<file path="src/rtl/md_unit_pkg.sv">
// Shared opcodes and FSM encoding for the iterative multiply/divide unit.
package md_unit_pkg;

  localparam logic [2:0] MD_op_mult  = 3'd0;
  localparam logic [2:0] MD_op_multu = 3'd1;
  localparam logic [2:0] MD_op_div   = 3'd2;
  localparam logic [2:0] MD_op_divu  = 3'd3;
  localparam logic [2:0] MD_op_mthi  = 3'd4;
  localparam logic [2:0] MD_op_mtlo  = 3'd5;

  typedef enum logic [1:0] {
    MD_st_idle = 2'd0,
    MD_st_calc = 2'd1,
    MD_st_fix  = 2'd2
  } md_state_e;

endpackage

</file>
<file path="src/rtl/md_unit_negate.sv">
// Conditional two's-complement: used for operand magnitudes and result sign fix-up.
module md_negate #(
  parameter int WIDTH = 32
) (
  input  logic             neg,
  input  logic [WIDTH-1:0] dIn,
  output logic [WIDTH-1:0] dOut
);

  assign dOut = neg ? (~dIn + WIDTH'(1)) : dIn;

endmodule

</file>
<file path="src/rtl/md_unit.sv">
// Iterative multiply/divide unit holding HI/LO: radix-2 shift-add multiply,
// restoring divide on magnitudes, sign fix-up in a final FIX cycle.
module md_unit
  import md_unit_pkg::*;
#(
  parameter int WIDTH = 32,
  parameter int CNT_W = $clog2(WIDTH) + 1
) (
  input  logic             clk,
  input  logic             rst,
  input  logic             start,
  input  logic [2:0]       op,
  input  logic             flush,
  input  logic [WIDTH-1:0] dInA,
  input  logic [WIDTH-1:0] dInB,
  output logic             busy,
  output logic             done,
  output logic [WIDTH-1:0] hi,
  output logic [WIDTH-1:0] lo
);

  // Handshake: start is taken only on an edge where busy=0 and flush=0; while
  // busy=1 the pipeline must stall, and any start is dropped, never queued.
  localparam int W2 = 2 * WIDTH;

  md_state_e        state_q, state_d;
  logic [CNT_W-1:0] cnt_q, cnt_d;
  logic [W2-1:0]    acc_q, acc_d;
  logic [WIDTH-1:0] b_q, b_d, a_raw_q, a_raw_d;
  logic [WIDTH-1:0] hi_q, hi_d, lo_q, lo_d;
  logic             is_div_q, is_div_d, div0_q, div0_d;
  logic             sgn_res_q, sgn_res_d, sgn_rem_q, sgn_rem_d;
  logic             busy_q, busy_d, done_q, done_d;

  logic             signed_op, md_op, op_div;
  logic [WIDTH-1:0] mag_a, mag_b, quo_fix, rem_fix, trial;
  logic [W2-1:0]    prod_fix, mul_next, div_next;
  logic [WIDTH:0]   add_sum;
  logic             trial_ge;

  assign signed_op = (op == MD_op_mult) || (op == MD_op_div);
  assign op_div    = (op == MD_op_div) || (op == MD_op_divu);
  assign md_op     = (op == MD_op_mult) || (op == MD_op_multu) || op_div;

  md_negate #(.WIDTH(WIDTH)) u_mag_a (.neg(signed_op & dInA[WIDTH-1]), .dIn(dInA), .dOut(mag_a));
  md_negate #(.WIDTH(WIDTH)) u_mag_b (.neg(signed_op & dInB[WIDTH-1]), .dIn(dInB), .dOut(mag_b));
  md_negate #(.WIDTH(W2))    u_fix_prod (.neg(sgn_res_q), .dIn(acc_q), .dOut(prod_fix));
  md_negate #(.WIDTH(WIDTH)) u_fix_quo (.neg(sgn_res_q), .dIn(acc_q[WIDTH-1:0]), .dOut(quo_fix));
  md_negate #(.WIDTH(WIDTH)) u_fix_rem (.neg(sgn_rem_q), .dIn(acc_q[W2-1:WIDTH]), .dOut(rem_fix));

  // acc holds {partial, multiplier} for multiply and {remainder, quotient} for divide.
  always_comb begin
    add_sum  = {1'b0, acc_q[W2-1:WIDTH]} + {1'b0, b_q};
    mul_next = acc_q[0] ? {add_sum, acc_q[WIDTH-1:1]} : {1'b0, acc_q[W2-1:1]};
    trial_ge = acc_q[W2-1:WIDTH-1] >= {1'b0, b_q};
    trial    = acc_q[W2-2:WIDTH-1] - b_q;
    div_next = trial_ge ? {trial, acc_q[WIDTH-2:0], 1'b1} : {acc_q[W2-2:0], 1'b0};
  end

  always_comb begin
    state_d   = state_q;
    cnt_d     = cnt_q;
    acc_d     = acc_q;
    b_d       = b_q;
    a_raw_d   = a_raw_q;
    is_div_d  = is_div_q;
    div0_d    = div0_q;
    sgn_res_d = sgn_res_q;
    sgn_rem_d = sgn_rem_q;
    hi_d      = hi_q;
    lo_d      = lo_q;
    done_d    = 1'b0;
    case (state_q)
      MD_st_idle: begin
        if (start && !flush) begin
          if (md_op) begin
            state_d   = MD_st_calc;
            cnt_d     = '0;
            is_div_d  = op_div;
            a_raw_d   = dInA;
            div0_d    = (dInB == '0);
            sgn_res_d = signed_op & (dInA[WIDTH-1] ^ dInB[WIDTH-1]);
            sgn_rem_d = signed_op & dInA[WIDTH-1];
            acc_d     = {{WIDTH{1'b0}}, (op_div ? mag_a : mag_b)};
            b_d       = op_div ? mag_b : mag_a;
          end else if (op == MD_op_mthi) begin
            hi_d = dInA;
          end else if (op == MD_op_mtlo) begin
            lo_d = dInA;
          end
        end
      end
      MD_st_calc: begin
        if (flush) begin
          state_d = MD_st_idle;
        end else begin
          acc_d = is_div_q ? div_next : mul_next;
          cnt_d = cnt_q + CNT_W'(1);
          if (cnt_q == CNT_W'(WIDTH - 1)) state_d = MD_st_fix;
        end
      end
      MD_st_fix: begin
        state_d = MD_st_idle;
        if (!flush) begin
          done_d = 1'b1;
          // Divide by zero bypasses the datapath: quotient all ones, dividend untouched.
          if (is_div_q && div0_q) begin
            hi_d = a_raw_q;
            lo_d = '1;
          end else if (is_div_q) begin
            hi_d = rem_fix;
            lo_d = quo_fix;
          end else begin
            {hi_d, lo_d} = prod_fix;
          end
        end
      end
      default: state_d = MD_st_idle;
    endcase
    busy_d = (state_d != MD_st_idle);
  end

  always_ff @(posedge clk) begin
    if (rst) begin
      state_q   <= MD_st_idle;
      cnt_q     <= '0;
      acc_q     <= '0;
      b_q       <= '0;
      a_raw_q   <= '0;
      is_div_q  <= 1'b0;
      div0_q    <= 1'b0;
      sgn_res_q <= 1'b0;
      sgn_rem_q <= 1'b0;
      hi_q      <= '0;
      lo_q      <= '0;
      busy_q    <= 1'b0;
      done_q    <= 1'b0;
    end else begin
      state_q   <= state_d;
      cnt_q     <= cnt_d;
      acc_q     <= acc_d;
      b_q       <= b_d;
      a_raw_q   <= a_raw_d;
      is_div_q  <= is_div_d;
      div0_q    <= div0_d;
      sgn_res_q <= sgn_res_d;
      sgn_rem_q <= sgn_rem_d;
      hi_q      <= hi_d;
      lo_q      <= lo_d;
      busy_q    <= busy_d;
      done_q    <= done_d;
    end
  end

  assign busy = busy_q;
  assign done = done_q;
  assign hi   = hi_q;
  assign lo   = lo_q;

endmodule

</file>
<file path="config.mk">
export PLATFORM = sky130hd
export DESIGN_NAME = md_unit
export DESIGN_NICKNAME = d
export VERILOG_FILES = /design/src/rtl/md_unit_pkg.sv /design/src/rtl/md_unit_negate.sv /design/src/rtl/md_unit.sv
export SDC_FILE = /design/constraint.sdc
export NUM_CORES = 1
export LEC_CHECK = 0
export CAP_MARGIN = 25
export CORE_AREA = 2 2 134 266
export DETAILED_ROUTE_END_ITERATION = 10
export DIE_AREA = 0 0 136 268
export PLACE_DENSITY = 0.73
export REMOVE_ABC_BUFFERS = 1
export SYNTH_ARGS = -nofsm -noshare
export SYNTH_HDL_FRONTEND = slang
export SYNTH_SLANG_ARGS = --single-unit
</file>
<file path="constraint.sdc">
create_clock -name clk -period 6.3 [get_ports clk]
set_clock_uncertainty 0.2 [all_clocks]
set_input_delay 0.945 -clock clk [delete_from_list [all_inputs] [get_ports clk]]
set_output_delay 0.945 -clock clk [all_outputs]
set_load 0.005 [all_outputs]
</file>
Word level (Yosys, flattened, before mapping)
Index checks and enable logic that the tools add are counted.

word-level totals
  register bits after elaboration = 206
  input bits = 71
  output and inout bits = 66
  word-level logic and storage cells = 105

operators by class
  add/subtract/negate cells = 8
  order comparisons = 1
  equal/unequal tests = 16
  mux-type cells = 39
  bitwise gates (word level) = 10
  reductions and logical operators = 18

operators with widths
  kind                   count
  $mux 32                19
  $mux 64                7
  $add 32x1->32 const B  4
  $not 32->32            4
  $pmux 32 s2            2
  $pmux 64 s2            1
  $add 64x1->64 const B  1
  $not 64->64            1
  $add 32x32->33         1
  $ge 33x32->1           1
  $logic_not 32->1       1
  $sub 32x32->32         1
  $mux 6                 3
  $ne 2x2->1 const B     8
  $pmux 6 s2             1
  $mux 2                 4
  $add 6x1->6 const B    1
  $eq 3x2->1 const B     2
  $eq 3x3->1 const B     2
  $eq 6x5->1 const B     1
  $reduce_and 6->1       1
  $reduce_bool 2->1      3
  $reduce_and 5->1       1
  $logic_or 1x1->1       4
  other kinds (15)       18

Logic depth before layout (Yosys ltp)
Gate-level depths: netlist of run 1.

  depth after elaboration = 8
  gate-level depth with buffers = 14
  depth with buffers taken out = 13

Modules after synthesis
Synthesis of run 1 repeated with hierarchy kept, for this count alone.

second synthesis, totals
  cell total of the unflattened synthesis = 2490
  area total of the unflattened synthesis = 18823.1 um^2

modules (own cells, without submodules)
  module                     times used  cells each  area an instance (um^2)  seq. area each (um^2)
  md_unit                    1           1888        14066.0                  4124.0
  md_negate (u_fix_quo ...)  4           99          777.0                    0.0
  md_negate (u_fix_prod)     1           206         1649.1                   0.0

Worst setup path before layout of run 1
Ideal clock, no wire load.

  path kind = in2reg
  from = input dInA[14]
  to = register acc_q[25]
  library setup time = 0.132 ns
  arrival = 3.093 ns
  data required time = 5.968 ns
  path slack = 2.875 ns
  cell stages on the path = 9
  path buffers = 1
  cells stage by stage = clkbuf_1 or4_1 or4_1 nor3_1 a21oi_1 xnor2_1 o22ai_1 o21ai_0 a21oi_1

on the way
  cells in the longest elaborated chain, start to end = 7

ends and longest elaborated chain
  item                    line                  source
  start: declaration      md_unit.sv:14         input logic [WIDTH-1:0] dInA,
  $not 32->32             md_unit_negate.sv:10  assign dOut = neg ? (~dIn + WIDTH'(1)) : dIn;
  $add 32x1->32           md_unit_negate.sv:10
  $mux 32                 md_unit_negate.sv:10
  $mux 32                 md_unit.sv:84         acc_d = {{WIDTH{1'b0}}, (op_div ? mag_a : mag_b)};
  $mux 64                 md_unit.sv:76         if (md_op) begin
  $mux 64                 md_unit.sv:75         if (start && !flush) begin
  $pmux 64 s2             md_unit.sv:73         case (state_q)
  end signal: assignment  md_unit.sv:127        acc_q <= '0;
  end signal: assignment  md_unit.sv:141        acc_q <= acc_d;
  end: declaration        md_unit.sv:28         logic [W2-1:0] acc_q, acc_d;

Every way passes these cells. The select of a mux whose other input is x is not followed.
A chain may end at the register's enable or synchronous reset.

Final worst setup path of run 1
  from = register acc_q[11]
  to = register hi_q[13] (netlist: hi[13])

on the way
  cells in the longest elaborated chain, start to end = 7

ends and longest elaborated chain
  item                    line                  source
  $not 64->64             md_unit_negate.sv:10
  $add 64x1->64           md_unit_negate.sv:10
  $mux 64                 md_unit_negate.sv:10
  $mux 32                 md_unit.sv:110        end else if (is_div_q) begin
  $mux 32                 md_unit.sv:107        if (is_div_q && div0_q) begin
  $mux 32                 md_unit.sv:104        if (!flush) begin
  $pmux 32 s2             md_unit.sv:73
  end signal: assignment  md_unit.sv:148        hi_q <= hi_d;
  end: declaration        md_unit.sv:30         logic [WIDTH-1:0] hi_q, hi_d, lo_q, lo_d;

Every way passes these cells. The select of a mux whose other input is x is not followed.

==> results by group, run 1 <==
Run status
  • Run status: completed

Timing
  • Hold Violations, Final: 0
  • Slew headroom: 29.21%
  • Fin Hold WS: 255.4 ps
  • Final worst setup slack: 1993 ps
  • Worst-Margin Slew: 1053 ps
  • TNS Setup: 0 ps
  • RSZ-0062 raised after global routing: no
  • Max-slew violations: 0
  • Final period util: 68.36%
  • Endpoints failing setup: 0
  • Fmax: 232.2 MHz
  • Final Critical Period: 4307 ps

Die
  • Die Y: 268 um
  • Core area: 0.03435 mm^2
  • Cell Rows: 96
  • Die area: 0.03645 mm^2
  • Die Wd: 136 um
  • I/O pin count: 137
  • Initial Util: 48.25%

Route
  • DRC violations left: 0
  • Post-DR vias/cell: 6.566
  • Routed Antenna Nets: 0
  • DRT Pass-1 Iters: 6
  • DR vias: 18.29k
  • Drt initial violations: 1450
  • Wire length per cell: 25.36 um
  • WL final: 70.66 mm

Setup path
  • Startpoint Class: flip-flop
  • CP arrival: 4490 ps
  • Crit path buf inv count: 0
  • Max stage delay on crit path: 700 ps
  • CP cell instances: or4_4 > or4_1 > nor4_4 > nand3_1 > o21ai_0 > xor2_1 > a21oi_1 > a211oi_1 > nor3_1
  • Crit-path max FO: 9
  • Required @ worst endpoint: 6480 ps
  • Critical Path Sink Type: flip-flop
  • Top delay family on crit path: simple AND/OR/NAND/NOR gates
  • Slowest-stage cell, CP: or4_1
  • Setup CP Type: reg -> reg

Synthesis
  • Library cells used by synthesis: 76
  • Top cells by area, synth: dfxtp_1 25%, a21oi_1 7.8%, nand2_1 7.5%, xnor2_1 5.5%, ha_1 5.2%
  • Largest family of logic cells by synthesized area: compound AO/OA/AOI/OAI gates
  • Mapped Cells: 2325
  • Register bit total from synthesis: 206
  • Synth Area in XOR/XNOR: 9.142%
  • Area of the mapped netlist: 0.01657 mm^2
  • Post-Synth Simple-Gate Area: 22.11%
  • Synth Area in Adders: 5.450%
  • Synth top area share: 24.88%
  • Most used DFF post-synth: dfxtp_1
  • Mux contribution to synthesized area: 4.054%
  • Async set-reset flop share out of synthesis: 0%
  • EDFF count, synth: 0
  • Mean area per synthesized cell: 7.129 um^2
  • Cell taking the most area after synthesis: dfxtp_1
  • Register area share after synthesis: 24.88%
  • YS warnings: 0
  • Complex-gate fraction of the synthesized area: 28.47%

Run
  • MaxCap Viol Count: 0

Final layout
  • Finished Layout Cells: 2786
  • Most common cell after layout, fill and taps aside: nand2_1
  • Most frequent cells in the layout: 332 x nand2_1, 257 x a21oi_1, 221 x nor2_1
  • Filler Cell Count: 3445
  • Layout cells sized above 1: 4.392%
  • # diodes: 0
  • Area Growth Syn to Fin: 13.80%
  • Post-layout nets: 2472

Hold path
  • Hold WC Path Type: reg -> reg

Clocking
  • H-tree level count: 1
  • Clock latency on the worst-skew pair: 540 ps
  • Num CTS Buffers: 21
  • Max Buffers Root-to-Sink: 3
  • CTS Sinks: 206
  • Postcts setup bufs: 0
  • Reg clk slew, reported paths: 70 ps
  • CTS tree: done
  • Root buf cell: clkbuf_16
  • PostCTS Resize Cnt: 0
  • Cts hold-fix bufs: 0

Global route
  • Pin count of the biggest net entering global routing: 98
  • Global-route usage over all layers: 38.16%
  • Initial antenna violation count: 0
  • First-pass GRT wire length: 105.4 mm
  • Vias in the first global route: 17.98k
  • GR Overflow Total: 0

Placed design
  • Cell Count Post-Placement: 2747
  • Final GP Congestion: 1.013
  • Port buffer count: 136
  • Pre-CTS setup slack: 1828 ps
  • Hpwl dp: 53.28 mm

Pwr
  • Power per Cell Area: 192.7 mW/mm^2
  • Worst vdd ir: 0.0003008 V
  • LEAKAGE: 6.830 nW
## cell families after synthesis
group,after synthesis
xor+xnor,173
flops,206
simple gates,818
fa+ha+maj,71
mux,67
compound gates,733
buf+inv,257
## metrics by stage
step	total power [mW]	instance area, um^2	utilization (%)
floorplan	1.926	15860	-
global placement	2.267	18130	52.79
detailed placement	2.274	18130	52.79
finish	3.634	18860	54.91
global route	3.743	18860	54.91
CTS	3.614	18860	54.89
## state kept, by name, indices dropped and copies added (netlist names)
| signal | flops |
|---|---|
| div0_q | 1 |
| hi | 32 |
| acc_q | 64 |
| is_div_q | 1 |
| busy | 1 |
| sgn_res_q | 1 |
| a_raw_q | 32 |
| lo | 32 |
| done | 1 |
| state_q | 2 |
| b_q | 32 |
| cnt_q | 6 |
| sgn_rem_q | 1 |
## cell type report
type	instances	area (um^2)	share of cell area [%]
multi-input cells	1862	11550	61.22
flip-flops and latches	206	4129	21.89
repair buffers	170	1653	8.763
clock buffers	29	615.6	3.264
well taps	441	551.8	2.925
inverters	69	259.0	1.373
clock inverters	9	106.4	0.5638
## Yosys cell counts, types with 27 or more instances
cell	count
inv_1	67
nor3_1	69
nand2_1	333
a31oi_1	30
ha_1	69
o221ai_1	43
xor2_1	69
dfxtp_1	206
a21oi_1	257
o21ai_0	107
clkbuf_1	165
mux2i_1	66
nor4_1	29
nand3_1	43
nor2_1	223
a211oi_1	56
xnor2_1	104
o211ai_1	31
a21o_1	27
## worst paths after layout
| check | startpoint | endpoint | slack (ps) | depth (start not counted) |
|---|---|---|---|---|
| worst max-delay path | acc_q[11] | hi[13] | 1990 | 9 |
| worst min-delay path | lo[18] | lo[18] | 260 | 2 |
| worst min register to register | lo[18] | lo[18] | 260 | 2 |
| worst max register to register | acc_q[11] | hi[13] | 1990 | 9 |
## worst register-to-register path: stages, from the launching register on
cell and delay, ps:
dfxtp_1 400, or4_4 610, or4_1 710, nor4_4 580
nand3_1 330, o21ai_0 490, xor2_1 340, a21oi_1 120
a211oi_1 290, nor3_1 90
## report_power, final
group,switching (mW),internal (mW)
Sequential,0.0632,1.35
Clock,0.594,0.769
Combinational,0.549,0.315
## layer usage
layer / global-route usage [%] / routed length (um) / vias up / share of wire (%)
met5: 0 / 0 / - / 0
met4: 30.66 / 6823 / 0 / 9.7
met3: 4.641 / 3925 / 324 / 5.6
met2: 69.86 / 36360 / 876 / 51
met1: 37.98 / 23550 / 8669 / 33
li1: - / - / 8425 / -
(Power assumes the default switching activity.)
==> run 2, diff against run 1 <==
==> constraint.sdc (replaced) <==
create_clock -name clk -period 4.4 [get_ports clk]
set_clock_uncertainty 0.2 [all_clocks]
set_input_delay 0.66 -clock clk [delete_from_list [all_inputs] [get_ports clk]]
set_output_delay 0.66 -clock clk [all_outputs]
set_load 0.005 [all_outputs]
==> results by group, run 2 (synthesized netlist as in run 1, its figures left out) <==
Run status
  • Run status: completed

Placed design
  • Hpwl dp: 55.68 mm (+4.5%)
  • Placement Cell Area: 0.01879 mm^2 (+3.6%)
  • Port buffer count: 136 (unchanged)
  • Final GP Congestion: 1.038 (+2.5%)
  • Pre-CTS setup slack: 378.3 ps (-1450 ps)

Global route
  • GR Overflow Total: 0 (unchanged)
  • Initial antenna violation count: 0 (unchanged)
  • First-pass GRT wire length: 108.8 mm (+3.2%)
  • Vias in the first global route: 18.46k (+2.7%)
  • Global-route usage over all layers: 39.31% (+1.1 points)
  • Pin count of the biggest net entering global routing: 74 (-24%)

Run
  • MaxCap Viol Count: 0 (unchanged)

Route
  • Routed Antenna Nets: 0 (unchanged)
  • WL final: 72.61 mm (+2.8%)
  • DRC violations left: 0 (unchanged)
  • Wl on met1: 24.05 mm (+2.1%)
  • DRT Pass-1 Iters: 6 (unchanged)
  • Drt initial violations: 1584 (+9.2%)
  • Wire length per cell: 25.33 um (-0.15%)
  • Met3 wire len: 4.346 mm (+11%)
  • Met2 wire len: 36.75 mm (+1.1%)
  • Post-DR vias/cell: 6.542 (-0.38%)
  • DR vias: 18.76k (+2.5%)
  • Highest Signal Layer: met4

Clocking
  • Max Buffers Root-to-Sink: 3 (unchanged)
  • Reg clk slew, reported paths: 70 ps (about the same)
  • PostCTS Resize Cnt: 0 (unchanged)
  • Clock latency on the worst-skew pair: 550 ps (about the same)
  • CTS tree: done
  • Num CTS Buffers: 21 (unchanged)
  • Root buf cell: clkbuf_16
  • Postcts setup bufs: 0 (unchanged)
  • H-tree level count: 1 (unchanged)
  • Cts hold-fix bufs: 0 (unchanged)
  • CTS Sinks: 206 (unchanged)

Setup path
  • Required @ worst endpoint: 4640 ps (-1840 ps)
  • Setup CP Type: reg -> reg
  • Crit-path max FO: 13 (+4)
  • R2r startpoint: acc_q[38]
  • R2R setup slack: 410 ps (-1590 ps)
  • Critical Path Sink Type: flip-flop
  • R2R depth: 11 (+2)
  • CP arrival: 4230 ps (-260 ps)
  • FF-to-FF End: acc_q[63]
  • Startpoint Class: flip-flop

Hold path
  • WHS Path Cells: 2 (unchanged)
  • Hold WC Path Type: reg -> reg
  • Hold path startpoint: lo[4]
  • Worst Hold Endpoint: lo[4]

Die
  • Initial Util: 48.25% (unchanged)
  • Core area: 0.03435 mm^2 (unchanged)
  • I/O pin count: 137 (unchanged)
  • Die Y: 268 um (unchanged)
  • Die area: 0.03645 mm^2 (unchanged)
  • Cell Rows: 96 (unchanged)
  • Die Wd: 136 um (unchanged)

Timing
  • Fmax: 250.3 MHz (+7.8%)
  • Slew headroom: 28.29% (-0.92 points)
  • Hold Violations, Final: 0 (unchanged)
  • Final Critical Period: 3995 ps (-312.1 ps)
  • Final worst setup slack: 405.1 ps (-1588 ps)
  • Final period util: 90.79% (+22 points)
  • Worst-Margin Slew: 1076 ps (+22.86 ps)
  • Max-slew violations: 0 (unchanged)
  • RSZ-0062 raised after global routing: no
  • Fin Hold WS: 250.4 ps (-4.995 ps)
  • Endpoints failing setup: 0 (unchanged)

Pwr
  • LEAKAGE: 7.240 nW (+6.0%)
  • Total Power: 5.199 mW (+43%)
  • Power per Cell Area: 267.0 mW/mm^2 (+39%)
  • Worst vdd ir: 0.0002883 V (-4.2%)

Final layout
  • Area Growth Syn to Fin: 17.50%
  • Largest register by flop count: acc_q
  • Layout cells sized above 1: 7.543% (+3.2 points)
  • Most frequent cells in the layout: 332 x nand2_1, 257 x a21oi_1, 221 x nor2_1
  • Most common cell after layout, fill and taps aside: nand2_1
  • # diodes: 0 (unchanged)
  • Final Instance Area: 0.01947 mm^2 (+3.3%)
  • Max reg flops: 64 (unchanged)
  • Post-layout nets: 2555 (+3.4%)
[run 2: layout make-up]
type	count	area, um^2
clock buffer	28	601.8
clock inverter	8	82.58
tap	441	551.8
inverter	69	259.0
timing repair buffer	253	2311
fill	3380	14880
multi-input combinational	1862	11540
sequential	206	4128
[run 2: stage by stage]
stage	util (%)	TNS (ps)	std cells
3_5_place_dp	54.68	0	2830
3_3_place_gp	54.67	-62.78	2829
4_1_cts	56.68	0	2866
2_1_floorplan	-	-123470	2137
6_report	56.69	0	2867
5_1_grt	56.69	0	2867
[run 2: power breakdown]
part,switching (mW),internal (mW)
clock,0.837,1.03
combinational,0.819,0.508
sequential,0.0833,1.93
total,1.74,3.46
[run 2: worst max path at each step]
| stage | from | end | slack (ps) |
|---|---|---|---|
| floorplan | acc_q[41] | acc_q[47] | -2190 |
| global placement | dInA[2] | b_q[24] | -60 |
| global route | acc_q[38] | acc_q[63] | 300 |
| detailed placement | dInA[16] | b_q[24] | 380 |
| finish | acc_q[38] | acc_q[63] | 410 |
| CTS | acc_q[38] | acc_q[53] | 650 |
[run 2: layer usage]
layer / track usage (%) / up-vias
li1: - / 8564
met2: 70.34 / 949
met1: 39.62 / 8885
met3: 4.810 / 357
met4: 33.67 / 0
met5: 0 / -
[run 2: critical path: stages (launching register included)]
cell,delay (ps)
dfxtp_1,700
ha_1,330
nand2_1,70
o21ai_0,410
a21boi_0,220
a211oi_1,610
o31ai_1,150
buf_4,200
o211ai_1,270
a21oi_1,110
or3b_2,460
a22oi_1,150
